## config.mk

```make
export PLATFORM = sky130hd
export DESIGN_NAME = field_step_scanner
export DESIGN_NICKNAME = d
export VERILOG_FILES = /design/src/rtl/field_step_pkg.sv /design/src/rtl/field_step_scanner.sv
export SDC_FILE = /design/constraint.sdc
export NUM_CORES = 1
export LEC_CHECK = 0
export ABC_AREA = 1
export ABC_CLOCK_PERIOD_IN_PS = 4250
export CORE_MARGIN = 2
export CORE_UTILIZATION = 55
export CTS_CLUSTER_SIZE = 25
export DETAILED_ROUTE_END_ITERATION = 7
export PLACE_DENSITY_LB_ADDON = 0.1
export SLEW_MARGIN = 20
export SYNTH_ARGS = -nofsm -noshare
export SYNTH_HDL_FRONTEND = slang
export SYNTH_SLANG_ARGS = --single-unit
```

## constraint.sdc

```tcl
create_clock -name clk -period 4.25 [get_ports clk]
set_input_delay 0.85 -clock clk [delete_from_list [all_inputs] [get_ports clk]]
set_output_delay 0.85 -clock clk [all_outputs]
set_load 0.02 [all_outputs]
```

## src/rtl/field_step_pkg.sv

```systemverilog
// field_step_pkg: shared types and constants for field_step_scanner.
//   state_t     - scanner FSM states (IDLE, SCAN, DONE)
//   DEF_*       - default parameter values (16-bit word, field [11:8])
//   field_mask  - 64-bit mask with bits [hi:lo] set
package field_step_pkg;

    typedef enum logic [1:0] {
        IDLE,
        SCAN,
        DONE
    } state_t;

    localparam int unsigned DEF_WIDTH = 16;
    localparam int unsigned DEF_LO    = 8;
    localparam int unsigned DEF_HI    = 11;

    function automatic logic [63:0] field_mask(input int unsigned hi, input int unsigned lo);
        logic [63:0] m;
        m = '0;
        for (int unsigned i = 0; i < 64; i++) begin
            m[i] = (i >= lo) && (i <= hi);
        end
        return m;
    endfunction

endpackage

```

## src/rtl/field_step_scanner.sv

```systemverilog
// field_step_scanner: advances bit-field [HI:LO] of a WIDTH-bit word to its
// next step (set the lowest zero bit in the field, clear every bit below it),
// scanning one field bit per cycle. Flags overflow when the field is all ones.
//
// Ports:
//   clk, rst             - clock, synchronous active-high reset
//   in_valid / in_ready  - request handshake (in_ready high only in IDLE)
//   a, dog               - operand word; dog=1 steps the field, dog=0 passes a
//   out_valid / out_ready- result handshake (out_valid high only in DONE)
//   mag                  - result word, held stable while out_valid
//   feeder               - overflow: field was all ones, no step possible
//
// Build option: define FIELD_STEP_WRAP_EN to return the field (and all bits
// below it) cleared on overflow; otherwise overflow returns a unchanged.
module field_step_scanner
    import field_step_pkg::*;
#(
    parameter int unsigned WIDTH = DEF_WIDTH,
    parameter int unsigned LO    = DEF_LO,
    parameter int unsigned HI    = DEF_HI
) (
    input  logic             clk,
    input  logic             rst,
    input  logic             in_valid,
    output logic             in_ready,
    input  logic [WIDTH-1:0] a,
    input  logic             dog,
    output logic             out_valid,
    input  logic             out_ready,
    output logic [WIDTH-1:0] mag,
    output logic             feeder
);

    localparam int unsigned     IDX_W  = (WIDTH > 1) ? $clog2(WIDTH) : 1;
    localparam logic [IDX_W-1:0] LO_IDX = IDX_W'(LO);
    localparam logic [IDX_W-1:0] HI_IDX = IDX_W'(HI);

    state_t           r_state, w_state_nxt;
    logic [IDX_W-1:0] r_idx,   w_idx_nxt;
    logic [WIDTH-1:0] r_a,     w_a_nxt;
    logic [WIDTH-1:0] r_mag,   w_mag_nxt;
    logic             r_feeder, w_feeder_nxt;

    logic [WIDTH-1:0] w_step;
    logic [WIDTH-1:0] w_ovf;

    // Step result for the current idx: above idx copied, idx set, below cleared.
    always_comb begin
        w_step = '0;
        for (int unsigned i = 0; i < WIDTH; i++) begin
            w_step[i] = (IDX_W'(i) > r_idx) ? r_a[i] : (IDX_W'(i) == r_idx);
        end
    end

`ifdef FIELD_STEP_WRAP_EN
    // Modular wrap: keep only the bits above HI.
    localparam logic [63:0]      CLR_MASK64 = field_mask(HI, 0);
    localparam logic [WIDTH-1:0] CLR_MASK   = CLR_MASK64[WIDTH-1:0];
    assign w_ovf = r_a & ~CLR_MASK;
`else
    assign w_ovf = r_a;
`endif

    always_comb begin
        w_state_nxt  = r_state;
        w_idx_nxt    = r_idx;
        w_a_nxt      = r_a;
        w_mag_nxt    = r_mag;
        w_feeder_nxt = r_feeder;
        case (r_state)
            IDLE: begin
                if (in_valid) begin
                    w_a_nxt = a;
                    if (!dog) begin
                        w_mag_nxt    = a;
                        w_feeder_nxt = 1'b0;
                        w_state_nxt  = DONE;
                    end else begin
                        w_idx_nxt   = LO_IDX;
                        w_state_nxt = SCAN;
                    end
                end
            end
            SCAN: begin
                if (!r_a[r_idx]) begin
                    w_mag_nxt    = w_step;
                    w_feeder_nxt = 1'b0;
                    w_state_nxt  = DONE;
                end else if (r_idx == HI_IDX) begin
                    w_mag_nxt    = w_ovf;
                    w_feeder_nxt = 1'b1;
                    w_state_nxt  = DONE;
                end else begin
                    w_idx_nxt = r_idx + IDX_W'(1);
                end
            end
            DONE: begin
                if (out_ready) begin
                    w_state_nxt = IDLE;
                end
            end
            default: w_state_nxt = IDLE;
        endcase
    end

    always_ff @(posedge clk) begin
        if (rst) begin
            r_state  <= IDLE;
            r_idx    <= LO_IDX;
            r_a      <= '0;
            r_mag    <= '0;
            r_feeder <= 1'b0;
        end else begin
            r_state  <= w_state_nxt;
            r_idx    <= w_idx_nxt;
            r_a      <= w_a_nxt;
            r_mag    <= w_mag_nxt;
            r_feeder <= w_feeder_nxt;
        end
    end

    // Handshake outputs decode the registered state only, so DONE never
    // accepts a new request in the same cycle it hands off a result.
    assign in_ready  = (r_state == IDLE);
    assign out_valid = (r_state == DONE);
    assign mag       = r_mag;
    assign feeder    = r_feeder;

endmodule

```

======== After elaboration in Yosys (flattened, before gate mapping) ========
Cells that the tools add are included.
word-level totals
  flip-flop bits (word level) ............. 39
  bits of input ports ..................... 21
  output and inout port bits .............. 19
operators by class
  $lt $le $gt $ge ......................... 17
  equality and inequality tests ........... 25
  mux-type cells .......................... 39
  reduce and logical (&&, ||, !) cells .... 7
  $add $sub $neg .......................... 1
operators by type and width
  kind                   number
  $mux W16               4
  $eq A4 B4 Y1 const A   8
  $gt A4 B4 Y1 const A   8
  $pmux W16 S2           1
  $mux W1                21
  $eq A3 B4 Y1 const A   4
  $gt A3 B4 Y1 const A   4
  $mux W4                4
  $mux W2                5
  $eq A2 B4 Y1 const A   2
  $gt A1 B4 Y1 const A   2
  $gt A2 B4 Y1 const A   2
  $ne A2 B2 Y1 const B   4
  $pmux W4 S2            1
  $pmux W2 S3            1
  $lt A4 B5 Y1 const B   1
  $reduce_and A5 Y1      1
  $add A4 B1 Y4 const B  1
  $bmux W1 S4            1
  $eq A1 B4 Y1 const A   1
  $eq A4 B4 Y1 const B   1
  $logic_not A4 Y1       1
  $ne A2 B1 Y1 const B   2
  $reduce_and A4 Y1      1
  other kinds (8)        8

======== Depth between registers and ports, before layout ========
  depth after elaboration ................. 4
  gate-level depth with buffers ........... 17

======== Least setup slack after synthesis ========
Ideal clock, no wire load.
  path kind ............................... input port to flip-flop
  from .................................... input in_valid
  to ...................................... register r_a[10]
  path buffers ............................ 1
  cell stages on the path ................. 6
  required time ........................... 4.122 ns
  slack ................................... 2.544 ns
  library setup time ...................... 0.128 ns
  arrival time ............................ 1.578 ns
  path through ............................ inv_1 nor2_2 inv_1 clkbuf_1 o21ai_0 a21oi_1
between the ends
  word-level cells in the longest chain between the ends .. 1
RTL lines
  element                      line                       source
  start, declared              field_step_scanner.sv:24   input logic in_valid,
  $reduce_and A2 Y1 (no line)  -
  end signal, assigned         field_step_scanner.sv:116  r_a <= w_a_nxt;
  end, declared                field_step_scanner.sv:40   logic [WIDTH-1:0] r_a, w_a_nxt;
Every way passes these cells.
A chain may end at the register's enable or synchronous reset.

======== Final worst setup path ========
  from .................................... register r_state[1]
  to ...................................... output out_valid
between the ends
  word-level cells in the longest chain between the ends .. 1
RTL lines
  element                 line                       source
  start, declared         field_step_scanner.sv:38   state_t r_state, w_state_nxt;
  start signal, assigned  field_step_scanner.sv:114  r_state <= w_state_nxt;
  $eq A2 B2 Y1            field_step_scanner.sv:125  assign out_valid = (r_state == DONE);
  end, declared           field_step_scanner.sv:28   output logic out_valid,
Every way passes these cells.

==> impl_metrics.py <==
metrics = {
    "run_status": {
        "status": "complete, no violations",
    },
    "synth": {
        "postSynthRegisterBits": 39,
        "yosysTopAreaCellShare": 0.318,
        "synthesis.area_um2": 2450,
        "synth-main-ff-cell": "dfxtp_1",
        "synthArstFlopShare": 0,
        "ys_warn_count": 0,
        "synthCells": 414,
        "ys_seq_area_frac": 0.318,
        "syn-num-nets": 438,
        "yosys.area.top_type": "dfxtp_1",
        "synth_area_leaders": "dfxtp_1 32%, nand2_1 22%, nor2_1 9.8%",
        "avgSynthCellArea_um2": 5.93,
        "synth_edf_count": 0,
        "ys_types": 28,
    },
    "cts": {
        "cts_resized": 0,
        "cts-root-buf": "clkbuf_8",
        "cts_buffers": 5,
        "postCtsHoldBufs": 0,
        "htreeDepth": 2,
        "cts_setup_buffers": 0,
        "cts_tree": "done",
        "path_clk_slew_ns": 0.07,
        "clock_path_buffers": 2,
        "worstSkewPairLatency_ns": 0.29,
        "clock-sinks": 39,
    },
    "routing": {
        "drt_iter0_markers": 243,
        "viasPerCell": 5.05,
        "vias": 2510,
        "dr.pass1.iters": 4,
        "routed_wl_um": 5960,
        "route.detailed.drc": 0,
        "wl_per_cell_um": 12.0,
        "final_antenna_net_count": 0,
    },
    "sta": {
        "worst_pin_slew_ns": 1.00,
        "period_needed_ns": 2.34,
        "slew_headroom": 0.330,
        "fmax_ghz": 0.428,
        "final-max-slew-violation-count": 0,
        "rsz0062_at_grt": "no",
        "finalClockSkew_ns": 0.00230,
        "hold_slack_ns": 0.482,
        "period_share": 0.550,
        "hold_viol": 0,
        "finalSetupViolations": 0,
        "setup_tns_ns": 0,
    },
    "grt": {
        "grt_pass1_vias": 2322,
        "antenna_found_initial": 0,
        "grt_max_degree": 36,
        "grt_use_total": 0.253,
        "grt-ovfl-total": 0,
        "grt_pass1_wl_um": 10200,
    },
    "critical_path": {
        "r2r_cells": 14,
        "cp-end-kind": "output port",
        "cp_data_required_time_ns": 3.40,
        "worstSetupPathType": "register to output port",
        "cp.arrival_ns": 1.49,
        "cp_max_fo": 5,
        "critPathLaunchType": "register",
    },
    "hold_path": {
        "hold_path_depth": 2,
        "hp-class": "register to register",
    },
    "floorplan": {
        "rows": 24,
        "core_area_um2": 4320,
        "die_area_um2": 5010,
        "dieWidth_um": 70.8,
        "die_y_um": 70.8,
        "io_pins": 40,
        "start_util": 0.568,
    },
    "finish": {
        "final_core_util": 0.666,
        "nets": 468,
        "num-fill-cells": 437,
        "n_antenna_cell": 0,
        "synthToLayoutAreaGrowth_pct": 17.3,
        "final_cell_mix": "146 x nand2_1, 64 x nor2_1, 53 x inv_1, 39 x dfxtp_1, 39 x clkdlybuf4s50_1",
        "final_common_cell": "nand2_1",
        "layout-drive-gt1-share": 0.0539,
    },
    "placed_design": {
        "portBuffers": 39,
        "dpl.hpwl_um": 4160,
        "gp_congestion": 0.899,
    },
    "power_and_ir_drop": {
        "power_density_nw_per_um2": 459,
        "vdd_drop_max_mv": 0.269,
        "leakage_nw": 1.43,
    },
    "run": {
        "cap_violations": 0,
    },
}
[final timing paths]
path | end | from | slack [ns]
max reg2reg | mag[11] | r_idx[0] | 2.00
min reg2reg | r_a[7] | r_a[7] | 0.48
max | out_valid | r_state[1] | 1.91
min | r_a[7] | r_a[7] | 0.48
[worst max-delay path, cell delays in order (launching register included)]
cell,delay (ns)
dfxtp_1,0.41
inv_1,0.06
nor2_1,0.11
clkdlybuf4s50_1,0.62
[synthesized netlist by cell type, types with 2 or more instances]
library cell	count
o21ai_0	21
nand2_2	2
nand3_4	2
inv_2	6
inv_1	53
a21oi_1	28
buf_4	2
clkbuf_1	6
nand2_1	146
o22ai_1	3
ha_1	3
nand3_1	14
buf_6	6
buf_2	2
dfxtp_1	39
nor2_1	64
nand4_1	5
nor2_2	2
[area by class of cell]
type,count,area (um2),area share
tap,52,65.1,0.0226
timing repair buffer,40,398,0.138
clock buffer,7,76.3,0.0265
inverter,60,228,0.0791
multi-input combinational,298,1330,0.461
sequential,39,781,0.271
clock inverter,1,5.00,0.00174
[per-layer routing]
layer,part of all wire,vias to the layer above,track usage
met2,0.48,64,0.455
met1,0.46,1113,0.305
met3,0.048,5,0.0499
met5,0,-,0
li1,-,1328,-
met4,0.011,0,0.0713
[per-stage QoR]
step           power (mW)  instances  instance area, um2  worst slack (ns)
2_1_floorplan       0.936        414                2450              2.54
5_1_grt              1.43        497                2880              1.71
3_5_place_dp         1.08        489                2800              1.67
3_3_place_gp         1.07        489                2800              1.72
4_1_cts              1.33        497                2880              1.89
6_report             1.32        497                2880              1.91
[sequential cells by signal, indices dropped and copies added, names as in the netlist]
signal   flops
feeder       1
mag         16
r_a         16
r_idx        4
r_state      2
[kinds of logic after synthesis]
logic type	after synthesis	synth area share
simple gates	237	0.396
buf+inv	77	0.141
fa+ha+maj	3	0.0153
compound gates	57	0.125
flops	39	0.318
mux	1	0.00459
[power by group]
part	leakage [nW]	internal, mW	switching [mW]
clock network	0.0422	0.115	0.131
registers	0.323	0.427	0.0551
logic	1.06	0.213	0.379
(Power assumes the default switching activity.)
